`config.mk`:
```
export PLATFORM = sky130hd
export DESIGN_NAME = dconv_iq_accum_dump
export DESIGN_NICKNAME = d
export VERILOG_FILES = /design/src/rtl/dconv_pkg.sv /design/src/rtl/iq_accum_lane.sv /design/src/rtl/dconv_iq_accum_dump.sv
export SDC_FILE = /design/constraint.sdc
export NUM_CORES = 1
export LEC_CHECK = 0
export CAP_MARGIN = 20
export CORE_ASPECT_RATIO = 0.6
export CORE_MARGIN = 5
export CORE_UTILIZATION = 40
export DETAILED_ROUTE_END_ITERATION = 8
export DONT_BUFFER_PORTS = 1
export PLACE_DENSITY = 0.63
export SYNTH_ARGS = -nofsm -noshare
export SYNTH_HDL_FRONTEND = slang
export SYNTH_HIERARCHICAL = 1
export SYNTH_SLANG_ARGS = --single-unit
```
`constraint.sdc`:
```
create_clock -name CLK -period 5.1 [get_ports CLK]
set_input_delay 0.765 -clock CLK [delete_from_list [all_inputs] [get_ports CLK]]
set_output_delay 0.765 -clock CLK [all_outputs]
set_load 0.05 [all_outputs]
```
`src/rtl/dconv_pkg.sv`:
```
// Shared definitions for the I/Q integrate-and-dump decimator.
// Contents: FSM state encoding, default datapath widths and a sign-extension
// helper for widening downconverter samples to accumulator width.
package dconv_pkg;

    typedef enum logic [1:0] {
        ST_IDLE  = 2'd0,
        ST_RUN   = 2'd1,
        ST_DRAIN = 2'd2
    } dconv_state_t;

    localparam int DEF_DATA_WIDTH = 15;
    localparam int DEF_ACC_WIDTH  = 32;
    localparam int DEF_CNT_WIDTH  = 16;
    localparam int DEF_FRM_WIDTH  = 16;

    // Widen a default-width signed sample to the default accumulator width.
    function automatic logic [DEF_ACC_WIDTH-1:0] sext_data(input logic [DEF_DATA_WIDTH-1:0] d);
        return {{(DEF_ACC_WIDTH-DEF_DATA_WIDTH){d[DEF_DATA_WIDTH-1]}}, d};
    endfunction

endpackage

```
`src/rtl/iq_accum_lane.sv`:
```
// One signed integrate-and-dump lane (instantiated once for I, once for Q).
// Ports:
//   CLK, RESET      clock, asynchronous active-high reset
//   i_clear         zero the accumulator (highest priority)
//   i_dump          load o_sum with acc + sample and restart the accumulator at 0
//   i_add           add sample into the accumulator
//   i_data          signed sample, DATA_WIDTH bits
//   o_sum           registered signed dump value, ACC_WIDTH bits
module iq_accum_lane
    import dconv_pkg::*;
#(
    parameter int DATA_WIDTH = DEF_DATA_WIDTH,
    parameter int ACC_WIDTH  = DEF_ACC_WIDTH
) (
    input  logic                  CLK,
    input  logic                  RESET,
    input  logic                  i_clear,
    input  logic                  i_add,
    input  logic                  i_dump,
    input  logic [DATA_WIDTH-1:0] i_data,
    output logic [ACC_WIDTH-1:0]  o_sum
);

    logic [ACC_WIDTH-1:0] w_ext;
    logic [ACC_WIDTH-1:0] w_acc_plus;
    logic [ACC_WIDTH-1:0] r_acc;
    logic [ACC_WIDTH-1:0] r_sum;

    generate
        if (DATA_WIDTH == DEF_DATA_WIDTH && ACC_WIDTH == DEF_ACC_WIDTH) begin : g_pkg_ext
            assign w_ext = sext_data(i_data);
        end else begin : g_gen_ext
            assign w_ext = {{(ACC_WIDTH-DATA_WIDTH){i_data[DATA_WIDTH-1]}}, i_data};
        end
    endgenerate

    // Dump folds the current sample in directly so the frame boundary costs no sample.
    assign w_acc_plus = r_acc + w_ext;

    always_ff @(posedge CLK or posedge RESET) begin
        if (RESET) begin
            r_acc <= '0;
            r_sum <= '0;
        end else begin
            if (i_clear) begin
                r_acc <= '0;
            end else if (i_dump) begin
                r_sum <= w_acc_plus;
                r_acc <= '0;
            end else if (i_add) begin
                r_acc <= w_acc_plus;
            end
        end
    end

    assign o_sum = r_sum;

endmodule

```
`src/rtl/dconv_iq_accum_dump.sv`:
```
// I/Q integrate-and-dump decimator behind the 4-phase downconverter.
// Sums dec_factor samples per channel and offers each sum on a valid/ready
// port; stops after num_frames outputs and pulses o_done.
// Ports:
//   CLK, RESET             clock, asynchronous active-high reset
//   i_data_i, i_data_q     signed samples, valid when i_conv_en=1
//   i_start, i_abort       one-cycle acquisition control pulses
//   i_dec_factor           samples per output (0 acts as 1), latched at start
//   i_num_frames           outputs per acquisition (0 acts as 1), latched at start
//   o_sum_i, o_sum_q       signed sums
//   o_out_valid/i_out_ready output handshake
//   o_busy                 acquisition in progress (RUN or DRAIN)
//   o_done                 one-cycle end-of-acquisition pulse
//   o_overflow             sticky: an unaccepted output was overwritten
//
// state | meaning
// IDLE  | waiting for start, conv_en ignored
// RUN   | integrating samples, dumping every dec_factor samples
// DRAIN | all frames dumped, waiting for the last output to be accepted
module dconv_iq_accum_dump
    import dconv_pkg::*;
#(
    parameter int DATA_WIDTH = DEF_DATA_WIDTH,
    parameter int CNT_WIDTH  = DEF_CNT_WIDTH,
    parameter int ACC_WIDTH  = DEF_ACC_WIDTH,
    parameter int FRM_WIDTH  = DEF_FRM_WIDTH
) (
    input  logic                  CLK,
    input  logic                  RESET,
    input  logic [DATA_WIDTH-1:0] i_data_i,
    input  logic [DATA_WIDTH-1:0] i_data_q,
    input  logic                  i_conv_en,
    input  logic                  i_start,
    input  logic                  i_abort,
    input  logic [CNT_WIDTH-1:0]  i_dec_factor,
    input  logic [FRM_WIDTH-1:0]  i_num_frames,
    output logic [ACC_WIDTH-1:0]  o_sum_i,
    output logic [ACC_WIDTH-1:0]  o_sum_q,
    output logic                  o_out_valid,
    input  logic                  i_out_ready,
    output logic                  o_busy,
    output logic                  o_done,
    output logic                  o_overflow
);

    dconv_state_t r_state;
    dconv_state_t w_state_nxt;

    logic [CNT_WIDTH-1:0] r_dec;
    logic [CNT_WIDTH-1:0] r_cnt;
    logic [FRM_WIDTH-1:0] r_nfrm;
    logic [FRM_WIDTH-1:0] r_frm;
    logic                 r_valid;
    logic                 r_ovf;
    logic                 r_done;

    logic w_sample;
    logic w_last;
    logic w_last_frame;
    logic w_accept;

    logic w_lane_clr;
    logic w_lane_add;
    logic w_lane_dump;
    logic w_acq_start;
    logic w_done_nxt;

    assign w_sample     = (r_state == ST_RUN) && i_conv_en;
    assign w_last       = w_sample && (r_cnt == (r_dec - CNT_WIDTH'(1)));
    assign w_last_frame = (r_frm == (r_nfrm - FRM_WIDTH'(1)));
    assign w_accept     = r_valid && i_out_ready;

    always_ff @(posedge CLK or posedge RESET) begin
        if (RESET) begin
            r_state <= ST_IDLE;
        end else begin
            r_state <= w_state_nxt;
        end
    end

    always_comb begin
        w_state_nxt = r_state;
        case (r_state)
            ST_IDLE: begin
                if (i_start) w_state_nxt = ST_RUN;
            end
            ST_RUN: begin
                if (w_last && w_last_frame) w_state_nxt = ST_DRAIN;
            end
            ST_DRAIN: begin
                if (!r_valid || w_accept) w_state_nxt = ST_IDLE;
            end
            default: w_state_nxt = ST_IDLE;
        endcase
        if (i_abort) w_state_nxt = ST_IDLE;
    end

    always_comb begin
        w_acq_start = (r_state == ST_IDLE) && i_start && !i_abort;
        w_lane_clr  = i_abort || w_acq_start;
        w_lane_add  = w_sample && !i_abort;
        w_lane_dump = w_last && !i_abort;
        w_done_nxt  = (r_state == ST_DRAIN) && (w_state_nxt == ST_IDLE) && !i_abort;
    end

    always_ff @(posedge CLK or posedge RESET) begin
        if (RESET) begin
            r_dec   <= '0;
            r_nfrm  <= '0;
            r_cnt   <= '0;
            r_frm   <= '0;
            r_valid <= 1'b0;
            r_ovf   <= 1'b0;
            r_done  <= 1'b0;
        end else begin
            r_done <= w_done_nxt;

            if (w_acq_start) begin
                r_dec  <= (i_dec_factor == '0) ? CNT_WIDTH'(1) : i_dec_factor;
                r_nfrm <= (i_num_frames == '0) ? FRM_WIDTH'(1) : i_num_frames;
                r_cnt  <= '0;
                r_frm  <= '0;
            end else if (i_abort) begin
                r_cnt <= '0;
                r_frm <= '0;
            end else if (w_lane_dump) begin
                r_cnt <= '0;
                r_frm <= r_frm + FRM_WIDTH'(1);
            end else if (w_lane_add) begin
                r_cnt <= r_cnt + CNT_WIDTH'(1);
            end

            // A dump in the accept cycle keeps valid high with the new sum.
            if (i_abort) begin
                r_valid <= 1'b0;
            end else if (w_lane_dump) begin
                r_valid <= 1'b1;
            end else if (w_accept) begin
                r_valid <= 1'b0;
            end

            if (w_acq_start) begin
                r_ovf <= 1'b0;
            end else if (w_lane_dump && r_valid && !i_out_ready) begin
                r_ovf <= 1'b1;
            end
        end
    end

    iq_accum_lane #(
        .DATA_WIDTH (DATA_WIDTH),
        .ACC_WIDTH  (ACC_WIDTH)
    ) u_lane_i (
        .CLK     (CLK),
        .RESET   (RESET),
        .i_clear (w_lane_clr),
        .i_add   (w_lane_add),
        .i_dump  (w_lane_dump),
        .i_data  (i_data_i),
        .o_sum   (o_sum_i)
    );

    iq_accum_lane #(
        .DATA_WIDTH (DATA_WIDTH),
        .ACC_WIDTH  (ACC_WIDTH)
    ) u_lane_q (
        .CLK     (CLK),
        .RESET   (RESET),
        .i_clear (w_lane_clr),
        .i_add   (w_lane_add),
        .i_dump  (w_lane_dump),
        .i_data  (i_data_q),
        .o_sum   (o_sum_q)
    );

    assign o_out_valid = r_valid;
    assign o_busy      = (r_state != ST_IDLE);
    assign o_done      = r_done;
    assign o_overflow  = r_ovf;

endmodule

```
==> metrics <==
count of flip-flops with a built-in enable after synthesis 0; setup repair after global routing missed its margin false; clock network fraction of total power 37.1%; period utilization 78.98%; Post-Syn Instances roughly 1400; Data arrival, critical path 4370 ps; utilization after layout between 40 and 50%; final wirelength 36320 microns; CP Class register to register; power density over cell area roughly 260 nW/um^2; clock tree root driver cell clkbuf_16; Ys Warns 6; total standard cell area after synthesis 12960 sq um; FMAX 248.3 MHz; via count normalized by instance count 5.918; DRC violations left 0; path category of the worst min-delay check primary input to async pin; IR drop worst, VDD 0.0002513 V; Routed WL per cell between 15 and 20 microns; area used by multi-input combinational logic 7528 sq um; detailed-placement wirelength estimate 27080 microns; total clock sinks 197; most frequently used flop master after synthesis dfrtp_1; via count of the first global-routing pass 10200; final cell count without fillers roughly 1800; fraction of final layout cells sized beyond drive strength 1 8.873%; H-Tree Level Count 4; Overflow after GRT 0; CTS tree yes; first-pass GRT wire length 58130 microns; reg-to-reg setup timing slack 1070 ps; clock input transition at the sequential cells of the worst setup and hold paths 80 ps; startpoint of the worst-slack reg-to-reg timing path r_dec[4]; worst slew pin tran 1157 ps; total of flip-flops plus latches after synthesis 197; initial core utilization 40.29%; setup-violating endpoint count in the final report 0; post-cts resize count 0; height of the die 149.4 microns; slowest cell on the critical path nor4_1; maximum fanout along the worst path 25; mean instance size in the synthesized netlist 8.954 sq um; number of filler instances in the final layout 3161; result of the run complete, no violations; Worst slew margin 22.86%; switching power of the nets about 1.1 mW; Post-CTS Repair Setup Buffers 0; Worst path max stage delay 800 ps; Antenna Violating Nets Remaining 0; maximum number of buffers from clock root to sink 2; Switching Share 30.23%; final max-slew violation count 0; antenna cell count 0; Layout Nets 1543; Critical Path Sink Type register; unique cell type count in the Yosys netlist 83; maximum number of pins on one net before global-route repair 65; cell-internal power 2.505 mW; floorplan core area 32160 sq um; Pwr Total 3.590 mW; placement-stage worst setup slack 1149 ps; worst clock skew on the final layout 12.14 ps; Site Rows 51; insertion delay of the later-clocked pin in the worst-skew pair approximately 460 ps; CP Data Required Time 5440 ps; crit path launch type register; instance count after placement with tap cells included 1811; series of cell instances along the critical path nor4_1 > nand4_1 > xnor2_1 > a211o_1 > nor4b_2 > buf_4 > nand2b_1 > buf_4 > and2_1 > a31o_2; async set or reset register ratio after synthesis 100.0%; signed area change from the synthesized netlist to the final layout 6.856%; detailed-router iteration count before antenna repair 5; register area share after synthesis 38.05%; endpoint of the lowest-slack register-to-register path u_lane_q/o_sum[20]; Most Frequent Cell on Critical Path buf_4; Final Hold Viols 0; nets in the synthesized netlist 1583; Max-cap violations 0; hold-fix buffers at CTS 0; Final Worst Setup Slack 1072 ps; Die X 242.3 microns; register share of total power 47.6%; I/O pin total 136; final weighted congestion in routability-driven placement 0.9221; fraction of power consumed by combinational cells 15.3%; routed via count 10910; die footprint 36210 sq um; logic depth of the worst register-to-register path 10; register cell area after layout 4930 sq um; Critical Path Source r_dec[4]; final setup TNS 0 ps; Global Route Usage Sum approximately a fifth; clock period minus final worst setup slack 4028 ps; leakage component of the power 6.296 nW; initial drt markers 912; number of antenna violations at the first check in global routing 0; IO buf count 0; Num CTS Buffers 17
-- per-layer routing --
| layer | track usage, % | vias to the layer above | part of all wire [%] |
|---|---|---|---|
| met5 | 0 | - | 0 |
| met4 | 3.079 | 0 | 0.79 |
| met3 | 5.193 | 17 | 6.5 |
| met2 | 26.60 | 292 | 39 |
| met1 | 32.19 | 5372 | 53 |
| li1 | - | 5232 | - |
-- worst max path at each step --
stage / endpoint / slack [ps] / depth (start not counted)
after floorplan: u_lane_q/o_sum[10] / 1460 / 14
after global placement: u_lane_q/o_sum[20] / 1210 / 10
after detailed placement: u_lane_q/o_sum[20] / 1150 / 10
after CTS: u_lane_q/o_sum[20] / 1100 / 10
after global routing: u_lane_q/o_sum[20] / 680 / 10
final: u_lane_q/o_sum[20] / 1070 / 10
-- synthesized netlist by cell type (all sizes together) (14+ instances only) --
cell type / number / area, sq um
nand2: 227 / 852.1
or4: 18 / 142.6
o211ai: 19 / 142.6
nor3: 28 / 140.1
and3: 14 / 87.58
xnor2: 50 / 437.9
inv: 41 / 153.9
ha: 66 / 825.8
a21oi: 91 / 463.0
a21o: 41 / 309.1
xor2: 31 / 271.5
nand3: 52 / 260.3
mux2: 32 / 364.1
nand2b: 19 / 118.9
buf: 25 / 168.9
nor2: 63 / 236.5
clkbuf: 47 / 177.7
a22o: 34 / 297.8
nand4: 39 / 259.0
dfrtp: 197 / 4930
and2: 16 / 100.1
nor4: 17 / 133.9
o21ai: 86 / 437.9
-- logic make-up (layout without fill, tap and decap cells) --
group | Yosys count | count (layout) | synth area share (%)
simple gates | 542 | 542 | 20.92
compound gates | 403 | 403 | 21.37
fa+ha+maj | 68 | 68 | 6.683
xor+xnor | 81 | 81 | 5.476
buf+inv | 116 | 89 | 4.075
flops | 197 | 197 | 38.05
mux | 40 | 40 | 3.428
-- stage by stage --
stage / hold slack (ps) / cell area [sq um]
floorplan: 452.6 / 12960
global placement: 470.9 / 13260
detailed placement: 480.7 / 13260
CTS: 104.7 / 13820
global route: 106.9 / 13840
finish: 124.4 / 13840
-- final cells by class --
type                    count  share of cell area (%)
inverters                  41                   1.112
repair buffers             16                   1.012
clock inverters            11                  0.6597
clock buffers              21                   3.398
multi-input cells        1134                   54.38
well taps                 424                   3.832
flip-flops and latches    197                   35.61
-- cell usage in the layout (no fill, tap or decap), types with 9 or more instances in the layout --
cell | netlist | layout
clkbuf_16 | 0 | 17
o21ai_0 | 76 | 76
nor2_1 | 63 | 63
xnor2_1 | 50 | 50
and3_1 | 14 | 14
a21oi_1 | 89 | 89
a22o_1 | 34 | 34
or4_1 | 16 | 16
nand4_1 | 38 | 38
xor2_1 | 31 | 31
mux2_2 | 31 | 31
a211o_1 | 9 | 9
or3_1 | 12 | 12
dfrtp_1 | 197 | 197
nand2_1 | 227 | 227
o211ai_1 | 19 | 19
nand3_1 | 52 | 52
o31ai_1 | 9 | 9
buf_4 | 9 | 15
a21o_1 | 40 | 40
a31oi_1 | 12 | 12
and2_1 | 13 | 13
ha_1 | 66 | 66
inv_1 | 41 | 38
nor4_1 | 14 | 14
nor3_1 | 28 | 26
nand2b_1 | 19 | 18
-- power by group through the flow --
stage	combinational [mW]	sequential, mW	clock, mW
6_report	0.549	1.71	1.33
5_1_grt	0.611	1.72	1.45
4_1_cts	0.542	1.71	1.38
3_5_place_dp	0.538	1.74	0
3_3_place_gp	0.534	1.74	0
2_1_floorplan	0.439	1.71	0
-- worst max-delay path, delay by kind of cell (launching register included) --
| family | cells | cell delay [ps] |
|---|---|---|
| AO/OA/AOI/OAI | 2 | 500 |
| XOR/XNOR | 1 | 240 |
| buffers and inverters | 2 | 670 |
| flip-flops | 1 | 490 |
| AND/OR/NAND/NOR | 5 | 2010 |
-- state kept, by name, indices dropped and copies added (netlist names) --
signal          count
r_dec              16
o_out_valid         1
u_lane_q/o_sum     32
u_lane_i/r_acc     32
o_done              1
u_lane_q/r_acc     32
r_state             2
r_cnt              16
o_overflow          1
r_frm              16
r_nfrm             16
u_lane_i/o_sum     32
Note: power is estimated with default switching activity, not from simulation.
